## config.mk

```make
export PLATFORM = sky130hd
export DESIGN_NAME = ring_phase_tracker
export DESIGN_NICKNAME = d
export VERILOG_FILES = /design/src/rtl/ring_phase_tracker_pkg.sv /design/src/rtl/ring_phase_tracker_encoder.sv /design/src/rtl/ring_phase_tracker.sv
export SDC_FILE = /design/constraint.sdc
export NUM_CORES = 1
export LEC_CHECK = 0
export ABC_CLOCK_PERIOD_IN_PS = 1750
export CORE_ASPECT_RATIO = 1.4
export CORE_UTILIZATION = 45
export CTS_CLUSTER_DIAMETER = 50
export DETAILED_ROUTE_END_ITERATION = 16
export PLACE_DENSITY = 0.75
export SYNTH_ARGS = -nofsm -noshare
export SYNTH_HDL_FRONTEND = slang
export SYNTH_SLANG_ARGS = --single-unit
```

## constraint.sdc

```tcl
create_clock -name clk -period 1.75 [get_ports clk]
set_input_delay 0.2625 -clock clk [delete_from_list [all_inputs] [get_ports clk]]
set_output_delay 0.2625 -clock clk [all_outputs]
set_load 0.005 [all_outputs]
```

## src/rtl/ring_phase_tracker_pkg.sv

```systemverilog
// Shared types and helpers for the ring phase tracker: FSM state encoding plus
// one-hot test, binary encode and single-step left rotate on a padded vector.
package ring_phase_tracker_pkg;

  localparam int RING_MAX_W = 32;

  typedef enum logic [1:0] {
    SEARCH,
    ACQUIRE,
    LOCKED
  } ring_state_e;

  function automatic logic ring_is_onehot(input logic [RING_MAX_W-1:0] v);
    return (v != '0) && ((v & (v - 1'b1)) == '0);
  endfunction

  function automatic int unsigned ring_encode(input logic [RING_MAX_W-1:0] v);
    int unsigned idx;
    idx = 0;
    for (int i = 0; i < RING_MAX_W; i++) begin
      if (v[i]) idx = unsigned'(i);
    end
    return idx;
  endfunction

  // Rotate left by one within the low w bits; bits at and above w are forced to zero.
  function automatic logic [RING_MAX_W-1:0] ring_rotl1(input logic [RING_MAX_W-1:0] v,
                                                       input int unsigned w);
    logic [RING_MAX_W-1:0] mask;
    mask = (RING_MAX_W'(1) << w) - 1'b1;
    return ((v << 1) | (v >> (w - 1))) & mask;
  endfunction

endpackage

```

## src/rtl/ring_phase_tracker_encoder.sv

```systemverilog
// Combinational one-hot legality check and binary encode of the sampled ring vector.
// The index reads 0 whenever the vector is not one-hot.
module ring_onehot_encoder
  import ring_phase_tracker_pkg::*;
#(
  parameter int WIDTH = 4,
  parameter int IDX_W = 2
) (
  input  logic [WIDTH-1:0] vec,
  output logic             onehot,
  output logic [IDX_W-1:0] idx
);

  always_comb begin
    onehot = ring_is_onehot(RING_MAX_W'(vec));
    idx    = '0;
    if (onehot) idx = IDX_W'(ring_encode(RING_MAX_W'(vec)));
  end

endmodule

```

## src/rtl/ring_phase_tracker.sv

```systemverilog
// Tracks a one-hot ring counter: locks after LOCK_CYCLES legal advances, counts rotations
// and flags sequencing errors. Define RING_TRACK_ERRCNT_EN to add the saturating err_count port.
module ring_phase_tracker
  import ring_phase_tracker_pkg::*;
#(
  parameter int WIDTH       = 4,
  parameter int ROT_CNT_W   = 8,
  parameter int LOCK_CYCLES = 2
) (
  input  logic                     clk,
  input  logic                     rst,
  input  logic                     en,
  input  logic [WIDTH-1:0]         phase_in,
  input  logic                     clr_err,
  output logic [$clog2(WIDTH)-1:0] phase_idx,
  output logic                     onehot_ok,
  output logic                     locked,
  output logic                     wrap_pulse,
  output logic [ROT_CNT_W-1:0]     rot_count,
  output logic                     step_err,
  output logic                     err_sticky
`ifdef RING_TRACK_ERRCNT_EN
  ,
  output logic [7:0]               err_count
`endif
);

  localparam int IDX_W    = $clog2(WIDTH);
  localparam int STREAK_W = $clog2(LOCK_CYCLES + 1);

  ring_state_e         state;
  logic [WIDTH-1:0]    ref_q;
  logic [STREAK_W-1:0] streak;

  logic                s_onehot;
  logic [IDX_W-1:0]    s_idx;
  logic [WIDTH-1:0]    ref_rot;
  logic                is_adv;
  logic                is_hold;
  logic                legal;
  logic                step_ev;
  logic                wrap_ev;

  ring_onehot_encoder #(
    .WIDTH(WIDTH),
    .IDX_W(IDX_W)
  ) u_encoder (
    .vec   (phase_in),
    .onehot(s_onehot),
    .idx   (s_idx)
  );

  // A cleared ref rotates to zero, so it can never match a one-hot sample.
  always_comb begin
    ref_rot = WIDTH'(ring_rotl1(RING_MAX_W'(ref_q), WIDTH));
    is_adv  = s_onehot && (phase_in == ref_rot);
    is_hold = s_onehot && (phase_in == ref_q);
    legal   = is_adv || is_hold;
    step_ev = en && (state == LOCKED) && !legal;
    wrap_ev = en && (state == LOCKED) && is_adv && ref_q[WIDTH-1];
  end

  always_ff @(posedge clk or negedge rst) begin
    if (!rst) begin
      state      <= SEARCH;
      ref_q      <= '0;
      streak     <= '0;
      phase_idx  <= '0;
      onehot_ok  <= 1'b0;
      locked     <= 1'b0;
      wrap_pulse <= 1'b0;
      rot_count  <= '0;
      step_err   <= 1'b0;
    end else begin
      wrap_pulse <= wrap_ev;
      step_err   <= step_ev;
      if (en) begin
        phase_idx <= s_idx;
        onehot_ok <= s_onehot;
        if (s_onehot) ref_q <= phase_in;
        if (wrap_ev) rot_count <= rot_count + 1'b1;
        case (state)
          SEARCH: begin
            if (s_onehot) begin
              state  <= ACQUIRE;
              streak <= '0;
            end
          end
          ACQUIRE: begin
            if (!s_onehot) begin
              state  <= SEARCH;
              streak <= '0;
            end else if (is_adv) begin
              if (streak == STREAK_W'(LOCK_CYCLES - 1)) begin
                state  <= LOCKED;
                locked <= 1'b1;
                streak <= '0;
              end else begin
                streak <= streak + 1'b1;
              end
            end else if (!is_hold) begin
              streak <= '0;
            end
          end
          LOCKED: begin
            if (!legal) begin
              state  <= s_onehot ? ACQUIRE : SEARCH;
              locked <= 1'b0;
              streak <= '0;
            end
          end
          default: begin
            state  <= SEARCH;
            locked <= 1'b0;
            streak <= '0;
          end
        endcase
      end
    end
  end

  // A new error in the same cycle as clr_err keeps the flag set.
  always_ff @(posedge clk or negedge rst) begin
    if (!rst) begin
      err_sticky <= 1'b0;
    end else if (step_ev) begin
      err_sticky <= 1'b1;
    end else if (clr_err) begin
      err_sticky <= 1'b0;
    end
  end

`ifdef RING_TRACK_ERRCNT_EN
  // Clear wins here, but an error arriving with the clear still counts as the first one.
  always_ff @(posedge clk or negedge rst) begin
    if (!rst) begin
      err_count <= '0;
    end else if (clr_err) begin
      err_count <= step_ev ? 8'd1 : 8'd0;
    end else if (step_ev && (err_count != 8'hFF)) begin
      err_count <= err_count + 1'b1;
    end
  end
`endif

endmodule
```

-- After elaboration in Yosys (flattened, before gate mapping)
Cells that the tools add are included.
- register bits: 23
- input bits: 8
- output and inout bits: 15
- logic and storage cells: 72
- $add $sub $neg: 3
- eq/ne operators: 13
- muxes and demuxes: 25
- bitwise operators: 3
- reductions and logical operators: 18
- operator list (cell ; count):
    bitwise AND 4 x 32 -> 32 bit ; 1
    logical NOT 32 bit ; 1
    2-to-1 mux 2 bit ; 14
    one-hot mux 2 bit (3 select lines) ; 2
    != test 2 bit, second input constant ; 5
    adder 8 x 1 -> 8 bit, second input constant ; 1
    == test 4 bit ; 2
    2-to-1 mux 1 bit ; 8
    logical AND 1 bit ; 7
    != test 3 bit, second input constant ; 2
    AND reduction 6 bit ; 1
    AND reduction 5 bit ; 1
    subtractor 4 x 1 -> 5 bit, second input constant ; 1
    == test 2 x 1 -> 1 bit, second input constant ; 2
    != test 4 bit, second input constant ; 1
    bitwise OR 4 x 1 -> 4 bit ; 1
    AND reduction 2 bit ; 2
    AND reduction 4 bit ; 1
    nonzero test 4 bit ; 1
    one-hot mux 1 bit (3 select lines) ; 1
    adder 2 x 1 -> 2 bit, second input constant ; 1
    == test 2 bit, second input constant ; 1
    logical NOT 2 bit ; 1
    nonzero test 2 bit ; 1
    3 further kinds ; 3

-- Depth between registers and ports, before layout
Gate-level depths: netlist of run 1.
- depth in word-level cells: 9
- gate-level depth with buffers: 6
- mapped depth without buffers: 5

-- By module
A second synthesis of run 1 with hierarchy kept.
- cell total of the unflattened synthesis: 114
- area total of the unflattened synthesis: 1209.9 µm²
- by module, submodules not included (module ; times used ; cells an instance ; area an instance (µm²) ; seq. area each (µm²)):
    ring_phase_tracker ; 1 ; 107 ; 1153.6 ; 575.6
    ring_onehot_encoder ; 1 ; 7 ; 56.3 ; 0.0

-- Least setup slack after synthesis of run 1
No wires, ideal clock.
- kind: input to register
- from: in phase_in[1]
- to: reg streak[0]
- setup time: 125 ps
- arrival: 1666 ps
- data required time: 1625 ps
- slack: -41 ps
- stages: 6
- path buffers: 1
- cell sequence: buf_4 > nor4b_2 > a211o_1 > nand3_1 > o2111ai_1 > mux2_2
- cells in the longest elaborated chain, start to end: 8
- elaborated cells on any way between the ends: 17
- those cells by class: add/sub (1); eq/ne (5); mux (3); bitwise (1); reduce/logical (7)
- ends and longest elaborated chain (element ; line ; RTL):
    start, declared ; ring_phase_tracker.sv:13 ; input logic [WIDTH-1:0] phase_in,
    subtractor 4 x 1 -> 5 bit ; ring_phase_tracker_pkg.sv:14 ; return (v != '0) && ((v & (v - 1'b1)) == '0);
    bitwise AND 4 x 32 -> 32 bit ; ring_phase_tracker_pkg.sv:14 ;
    logical NOT 32 bit ; ring_phase_tracker_pkg.sv:14 ;
    logical AND 1 bit ; ring_phase_tracker_pkg.sv:14 ;
    logical AND 1 bit, on equally long branches ; ring_phase_tracker.sv:56, ring_phase_tracker.sv:57 ;
    2-to-1 mux 2 bit or logical OR 1 bit (tied branches) ; ring_phase_tracker.sv:93, ring_phase_tracker.sv:58 ;
    2-to-1 mux 2 bit or != test 2 bit (tied branches) ; -- ;
    one-hot mux 2 bit (3 select lines) or AND reduction 4 bit (tied branches) ; -- ;
    end signal, assigned ; ring_phase_tracker.sv:99 ; streak <= streak + 1'b1;
    end, declared ; ring_phase_tracker.sv:33 ; logic [STREAK_W-1:0] streak;
Several ways; a longest one is shown, not always the timed one.
A chain may end at the register's enable or synchronous reset.

-- Worst setup path after layout of run 1
- from: reg ref_q[1]
- to: reg streak[0]
- cells in the longest elaborated chain, start to end: 6
- elaborated cells on any way between the ends: 12
- those cells by class: eq/ne (4); mux (3); bitwise (1); reduce/logical (4)
- ends and longest elaborated chain (element ; line ; RTL):
    start, declared ; ring_phase_tracker.sv:32 ; logic [WIDTH-1:0] ref_q;
    start signal, assigned ; ring_phase_tracker.sv:80 ; if (s_onehot) ref_q <= phase_in;
    bitwise OR 4 x 1 -> 4 bit ; ring_phase_tracker_pkg.sv:31 ; return ((v << 1) | (v >> (w - 1))) & mask;
    == test 4 bit ; ring_phase_tracker.sv:56 ; is_adv = s_onehot && (phase_in == ref_rot);
    logical AND 1 bit ; ring_phase_tracker.sv:56 ;
    2-to-1 mux 2 bit or logical OR 1 bit (tied branches) ; ring_phase_tracker.sv:93, ring_phase_tracker.sv:58 ;
    2-to-1 mux 2 bit or != test 2 bit (tied branches) ; -- ;
    one-hot mux 2 bit (3 select lines) or AND reduction 4 bit (tied branches) ; -- ;
Several ways; a longest one is shown, not always the timed one.

==> results of run 1 <==
[path summary, 6_finish.rpt]
kind	slack [ns]	to	depth (start not counted)	startpoint
hold / removal	0.27	onehot_ok	2	rst
min in group clk	0.48	rot_count[7]	1	rot_count[7]
hold reg to reg	0.48	rot_count[7]	1	rot_count[7]
setup reg to reg	-0.05	streak[0]	5	ref_q[1]
setup / recovery	-0.05	streak[0]	5	ref_q[1]
max in group asynchronous	1.25	ref_q[1]	2	rst
[final cells by class]
type                       count  area [um^2]  share of cell area [%]
timing repair buffer          42        369.1                   22.26
clock inverter                 1        7.507                  0.4528
tap                           34        42.54                   2.566
inverter                       5        18.77                   1.132
sequential                    23        575.6                   34.72
multi-input combinational     70        621.8                   37.51
clock buffer                   3        22.52                   1.358
[routing by layer]
layer / vias to the layer above / wire [um]
li1: 447 / -
met1: 462 / 1019
met2: 21 / 1354
met3: 4 / 61
met4: 0 / 41
met5: - / 0
[per-stage QoR]
| stage | hold WS, ns | std cells |
|---|---|---|
| 6_report | 0.2714 | 178 |
| 3_5_place_dp | 0.4652 | 172 |
| 4_1_cts | 0.2731 | 180 |
| 5_1_grt | 0.2963 | 178 |
| 2_1_floorplan | -0.03309 | 102 |
| 3_3_place_gp | 0.4613 | 172 |
[logic make-up after synthesis]
family / Yosys count
DFF: 23
adders and majority gates: 1
AOI/OAI and AO/OA: 15
xor gates and xnor gates: 16
and+or+nand+nor: 30
buffers and inverters: 9
muxes: 8
[report_power, final]
part	total (uW)	internal [uW]	switching, uW
Sequential	632	581	51.3
Combinational	344	197	147
Clock	254	87.5	167
Total	1230	866	365
[worst max-delay path, stage by stage (launching register included)]
cell	delay, ns
dfrtp_1	0.44
xor2_1	0.17
nor4_2	0.41
o211ai_1	0.22
o2111ai_2	0.16
mux2_4	0.32
[sequential cells by signal (all words and copies together) (netlist names)]
register,flops
err_sticky,1
locked,1
onehot_ok,1
phase_idx,2
ref_q,4
rot_count,8
state,2
step_err,1
streak,2
wrap_pulse,1
[placed cells by master (no fill, tap or decap), types with 2 or more instances in the layout]
master / instances
buf_4: 20
xor2_1: 5
nand4_1: 4
clkbuf_4: 3
inv_1: 5
nand3_1: 3
o21ai_0: 3
xnor2_1: 7
dlygate4sd2_1: 2
a21oi_1: 2
clkdlybuf4s50_1: 18
xnor2_2: 3
mux2_2: 4
o211ai_1: 2
nand2_1: 7
mux2_4: 2
and3_1: 4
mux2i_1: 2
dfrtp_1: 23
[repair_timing]
action / 4_1_cts / 5_1_grt
pin swaps: 7 / 8
setup endpoints to repair: 17 / 13
resized for setup: 12 / 6
setup buffers: 4 / 0
==> reports/results.md, run 1 <==
| Parameter | This run |
| --- | --- |
| Run status | complete, but fails checks |
| Violations in the final reports | setup timing |
| Data arrival time of the critical path | 2.02 ns |
| First-iteration detailed-routing DRC count | 25 |
| Register bit total from synthesis | 23 |
| Die ar. | 2808 um^2 |
| Global-route wire length before repair | 3988 um |
| Fin util | 68.58% |
| Average cell area after synthesis | 11.46 um^2 |
| Cell area after placement | 1555 um^2 |
| Routing usage on met1 | 20.95% |
| Type of destination of the critical path | flip-flop |
| Routed wire per std cell | 13.92 um |
| Post-route ant nets | 0 |
| Share of the yosys chip area belonging to registers | 49.25% |
| Main combinational cell family by area after synthesis | simple AND/OR/NAND/NOR gates |
| Root buf cell | clkbuf_4 |
| Area fraction in compound gates after synthesis | 9.636% |
| Input/output buffers | 22 |
| Clock insertion delay at the later pin of the skew report | 0.32 ns |
| Vertical die dimension | 62.30 um |
| Busiest layer in global routing | met2 |
| PnR worst setup slack | -0.05424 ns |
| Actual slew at the worst max-slew pin | 0.3952 ns |
| Antenna diode count | 0 |
| Deepest clock path buffer count | 2 |
| Final hold violation count | 0 |
| DRC viols | 0 |
| Number of nets in the final layout | 154 |
| Library cells used by synthesis | 33 |
| Minimum period implied by the final worst setup slack | 1.804 ns |
| Setup Slack @ Placement | -0.6052 ns |
| Cell leakage power | 0.0007551 uW |
| Number of global-route vias before repair | 952 |
| Share of final-layout standard cells stronger than drive strength 1 | 31.25% |
| Predominant post-synthesis flop cell | dfrtp_1 |
| Deepest level of the CTS H-tree | 1 |
| Area Growth Syn to Fin | 41.86% |
| Placement Rows | 21 |
| Met2 usage | 32.79% |
| Total congestion overflow after global routing | 0 |
| Number of max-capacitance violations reported | 0 |
| Maximum operating frequency | 554.2 MHz |
| Power density relative to cell area | 742.4 nW/um^2 |
| Overall Global Routing Usage | 19.02% |
| RSZ-0062 raised after global routing | yes |
| Nets in the synthesized netlist | 111 |
| Clock slew at reported path FFs | 0.13 ns |
| Share of cell area taken by muxes after synthesis | 7.495% |
| CTS sink cnt | 23 |
| Routed WL | 2477 um |
| Design area | 1658 um^2 |
| Area of the mapped netlist | 1169 um^2 |
| Tightest Hold Check Type | input pin to async pin |
| Via density per instance | 5.247 |
| Crit-path max FO | 3 |
| Largest net degree at the start of global routing | 24 |
| Top cells by area in the synthesized netlist | dfrtp_1, xnor2_1, mux2_2, xor2_1, nand2_1 |
| CTS tree | done |
| TritonRoute pass-1 iters | 2 |
| Detailed placer's ending HPWL | 1856 um |
| Basic-gate share of the synthesized area counting and, or, nand and nor cells | 16.70% |
| Commonest cells in the netlist | dfrtp_1, xnor2_1, nand2_1 |
| TritonCTS buffer count | 3 |
| Sum of internal, switching and leakage power | 1231 uW |
| Adder-cell area share of the yosys netlist | 1.071% |
| Post-route clock period utilization | 103.1% |
| Final Skew | 0.007061 ns |
| Syn. warnings | 0 |
| Chip Width | 45.07 um |
| Number of enable-type register cells in the synthesized netlist | 0 |
| Global placer's final weighted congestion | 0.8267 |
| Critical Path Source Type | flip-flop |
| Setup-violating endpoint count in the final report | 3 |
| Setup total negative slack | -0.08854 ns |
| Cell taking the most area after synthesis | dfrtp_1 |
| Endpoint required time on the critical path | 1.97 ns |
| Total I/O pin count | 23 |
| Final number of max-transition violations | 0 |
| Area of the core region | 2417 um^2 |
| Fraction of post-synthesis cell area in the top cell type by area | 49.25% |
| Worst vdd ir | 447.7 uV |
| Share of synthesized registers carrying an async set or reset | 100.0% |
| Synth Instances | 102 |
| Hold-fix buffers, CTS | 0 |
| Filler cell count | 196 |
| Antenna violations before repair | 0 |
| Count leader, synth | dfrtp_1 |
| Starting density of the core | 48.34% |
| Met3 track demand over resource | 2.616% |
| Xor/xnor cell area share of the yosys netlist | 11.99% |
| Max-slew headroom | 73.65% |
| Crit Path Category | flip-flop to flip-flop |
| Vias after detailed routing | 934 |
Note: power is estimated with default switching activity, not from simulation.
==> run 2: changes to the inputs <==
--- a/config.mk
+++ b/config.mk
@@ -5,12 +5,12 @@
 export SDC_FILE = /design/constraint.sdc
 export NUM_CORES = 1
 export LEC_CHECK = 0
-export ABC_CLOCK_PERIOD_IN_PS = 1750
 export CORE_ASPECT_RATIO = 1.4
 export CORE_UTILIZATION = 45
 export CTS_CLUSTER_DIAMETER = 50
 export DETAILED_ROUTE_END_ITERATION = 16
 export PLACE_DENSITY = 0.75
+export RECOVER_POWER = 50
 export SYNTH_ARGS = -nofsm -noshare
 export SYNTH_HDL_FRONTEND = slang
 export SYNTH_SLANG_ARGS = --single-unit
==> run 2 against run 1 <==
Effect of this change: largest power group unchanged; wire length increased by 0.48%; final area decreased by 0.23%; the flow still finishes with violations (setup timing); flip-flop and latch count unchanged; register-to-register slack about the same; critical path depth unchanged; maximum frequency decreased by 0.21%; sequential power about the same; combinational power about the same; highest routed layer unchanged; sequential share of layout area increased by 0.079 points.
==> reports/results.md, run 2 (synthesis gave the netlist of run 1 again) <==
| Parameter | This run | Delta |
| --- | --- | --- |
| Run status | complete, but fails checks |  |
| Violations in the final reports | setup timing |  |
| Critical Path Source Type | flip-flop |  |
| Number of nets in the final layout | 154 | unchanged |
| Hold-fix buffers, CTS | 0 | unchanged |
| Number of placed instances, taps included | 172 | unchanged |
| Type of destination of the critical path | flip-flop |  |
| Global-route wire length before repair | 3988 um | unchanged |
| Final Non-Filler Cells | 178 | unchanged |
| Clock insertion delay at the later pin of the skew report | 0.32 ns | about the same |
| Final number of max-transition violations | 0 | unchanged |
| Max stage delay on crit path | 0.44 ns | about the same |
| Power density relative to cell area | 743.9 nW/um^2 | +0.20% |
| Detailed placer's ending HPWL | 1856 um | unchanged |
| Number of global-route vias before repair | 952 | unchanged |
| Routed WL | 2489 um | +0.48% |
| Overall Global Routing Usage | 19.02% | unchanged |
| Setup Slack @ Placement | -0.6052 ns | unchanged |
| Post-route ant nets | 0 | unchanged |
| Maximum operating frequency | 553.1 MHz | -0.21% |
| Post-route clock period utilization | 103.3% | +0.22 points |
| Tightest hold margin | 0.4831 ns | +0.2117 ns |
| TritonCTS buffer count | 3 | unchanged |
| TritonRoute pass-1 iters | 2 | unchanged |
| Number of max-capacitance violations reported | 0 | unchanged |
| Number of flip-flops in the largest register | 8 | unchanged |
| Die ar. | 2808 um^2 | unchanged |
| Depth of the worst register-to-register path | 5 | unchanged |
| Register with the highest flop count | rot_count |  |
| Commonest non-fill, non-tap cell in the layout | dfrtp_1 |  |
| Cell area after placement | 1555 um^2 | unchanged |
| Clock slew at reported path FFs | 0.13 ns | about the same |
| Minimum period implied by the final worst setup slack | 1.808 ns | +0.003829 ns |
| Number of stages on the worst hold path | 1 |  |
| Largest net degree at the start of global routing | 24 | unchanged |
| Chip Width | 45.07 um | unchanged |
| Routed wire per std cell | 13.98 um | +0.48% |
| Deepest level of the CTS H-tree | 1 | unchanged |
| Tightest Hold Check Type | flip-flop to flip-flop |  |
| Total congestion overflow after global routing | 0 | unchanged |
| Actual slew at the worst max-slew pin | 1.238 ns | +0.8423 ns |
| Input/output buffers | 22 | unchanged |
| DRC viols | 0 | unchanged |
| Critical-path cell with the highest stage delay | dfrtp_1 |  |
| Leading registers by flop count | rot_count (8), ref_q (4) |  |
| Critical Path Stages | 5 | unchanged |
| Antenna diode count | 0 | unchanged |
| Global placer's final weighted congestion | 0.8267 | unchanged |
| Antenna violations before repair | 0 | unchanged |
| CP Cell Sequence | xor2_1, nor4_2, o211ai_1, o2111ai_2, mux2_4 |  |
| Total I/O pin count | 23 | unchanged |
| Root buf cell | clkbuf_4 |  |
| Max-slew headroom | 17.50% | -56 points |
| Setup total negative slack | -0.09489 ns | -0.006344 ns |
| Area Growth Syn to Fin | 41.54% |  |
| Worst vdd ir | 450.2 uV | +0.57% |
| Setup-violating endpoint count in the final report | 3 | unchanged |
| Cell leakage power | 0.0007517 uW | -0.44% |
| Crit Path Category | flip-flop to flip-flop |  |
| First-iteration detailed-routing DRC count | 22 | -12% |
| Via density per instance | 5.191 | -1.1% |
| Vias after detailed routing | 924 | -1.1% |
| CTS tree | done |  |
| Deepest clock path buffer count | 2 | unchanged |
| Crit-path max FO | 3 | unchanged |
| Buffers plus inverters on the worst setup path | 0 | unchanged |
| RSZ-0062 raised after global routing | yes |  |
| Vertical die dimension | 62.30 um | unchanged |
| Design area | 1654 um^2 | -0.23% |
| Area of the core region | 2417 um^2 | unchanged |
| Crit-path leading delay family | flip-flops |  |
| Starting density of the core | 48.34% | unchanged |
| Placement Rows | 21 | unchanged |
| CTS sink cnt | 23 | unchanged |
| Share of final-layout standard cells stronger than drive strength 1 | 30.56% | -0.69 points |
| R2R setup slack | -0.06 ns | about the same |
| Endpoint required time on the critical path | 1.97 ns | about the same |
| Data arrival time of the critical path | 2.03 ns | about the same |
| Final hold violation count | 0 | unchanged |
| Final Skew | 0.006607 ns | -0.0004543 ns |
| PnR worst setup slack | -0.05807 ns | -0.003829 ns |
| Commonest non-fill, non-tap cells in the layout | dfrtp_1, buf_4, clkdlybuf4s50_1 |  |
-- run 2: cell count changes in the layout (fill, tap and decap cells not counted), sizes merged --
cell           change
clkdlybuf4s50      -1
dlygate4sd3        +1
clkbuf             +1
buf                -1
-- run 2: cell type report --
class,instances,area (um^2)
clock buffers,3,22.52
inverters,5,18.77
clock inverters,1,7.507
repair buffers,42,365.4
well taps,34,42.54
flip-flops and latches,23,575.6
fillers,195,763.2
multi-input cells,70,621.8
-- run 2: final timing paths --
kind | end | from
setup reg to reg | streak[0] | ref_q[1]
hold reg to reg | rot_count[7] | rot_count[7]
setup / recovery | streak[0] | ref_q[1]
hold / removal | rot_count[7] | rot_count[7]
min in group asynchronous | onehot_ok | rst
max in group asynchronous | ref_q[1] | rst
-- run 2: where the power goes --
group	total, uW	switching (uW)	leakage (uW)	internal, uW
clock network	255	167	0.0000139	87.5
logic	343	147	0.000432	196
registers	632	51.2	0.000305	581
-- run 2: repair_timing --
action                                  4_1_cts  5_1_grt
pin swaps                                     7        8
gates resized for setup                      12        6
buffers inserted                              4        0
cloned                                        0        0
endpoints found under the setup margin       17       13
-- run 2: through the flow --
stage	power, uW	utilization, %
finish	1230	68.43
floorplan	803.3	-
global placement	942.4	64.34
global route	1289	68.43
CTS	1224	68.06
detailed placement	950.9	64.34
-- run 2: per-layer routing --
layer / up-vias / part of all wire, % / global-route usage (%)
met5: - / 0 / 0
met4: 0 / 1.6 / 10.98
met3: 4 / 2.2 / 2.616
met2: 21 / 55 / 32.79
met1: 454 / 41 / 20.95
li1: 445 / - / -
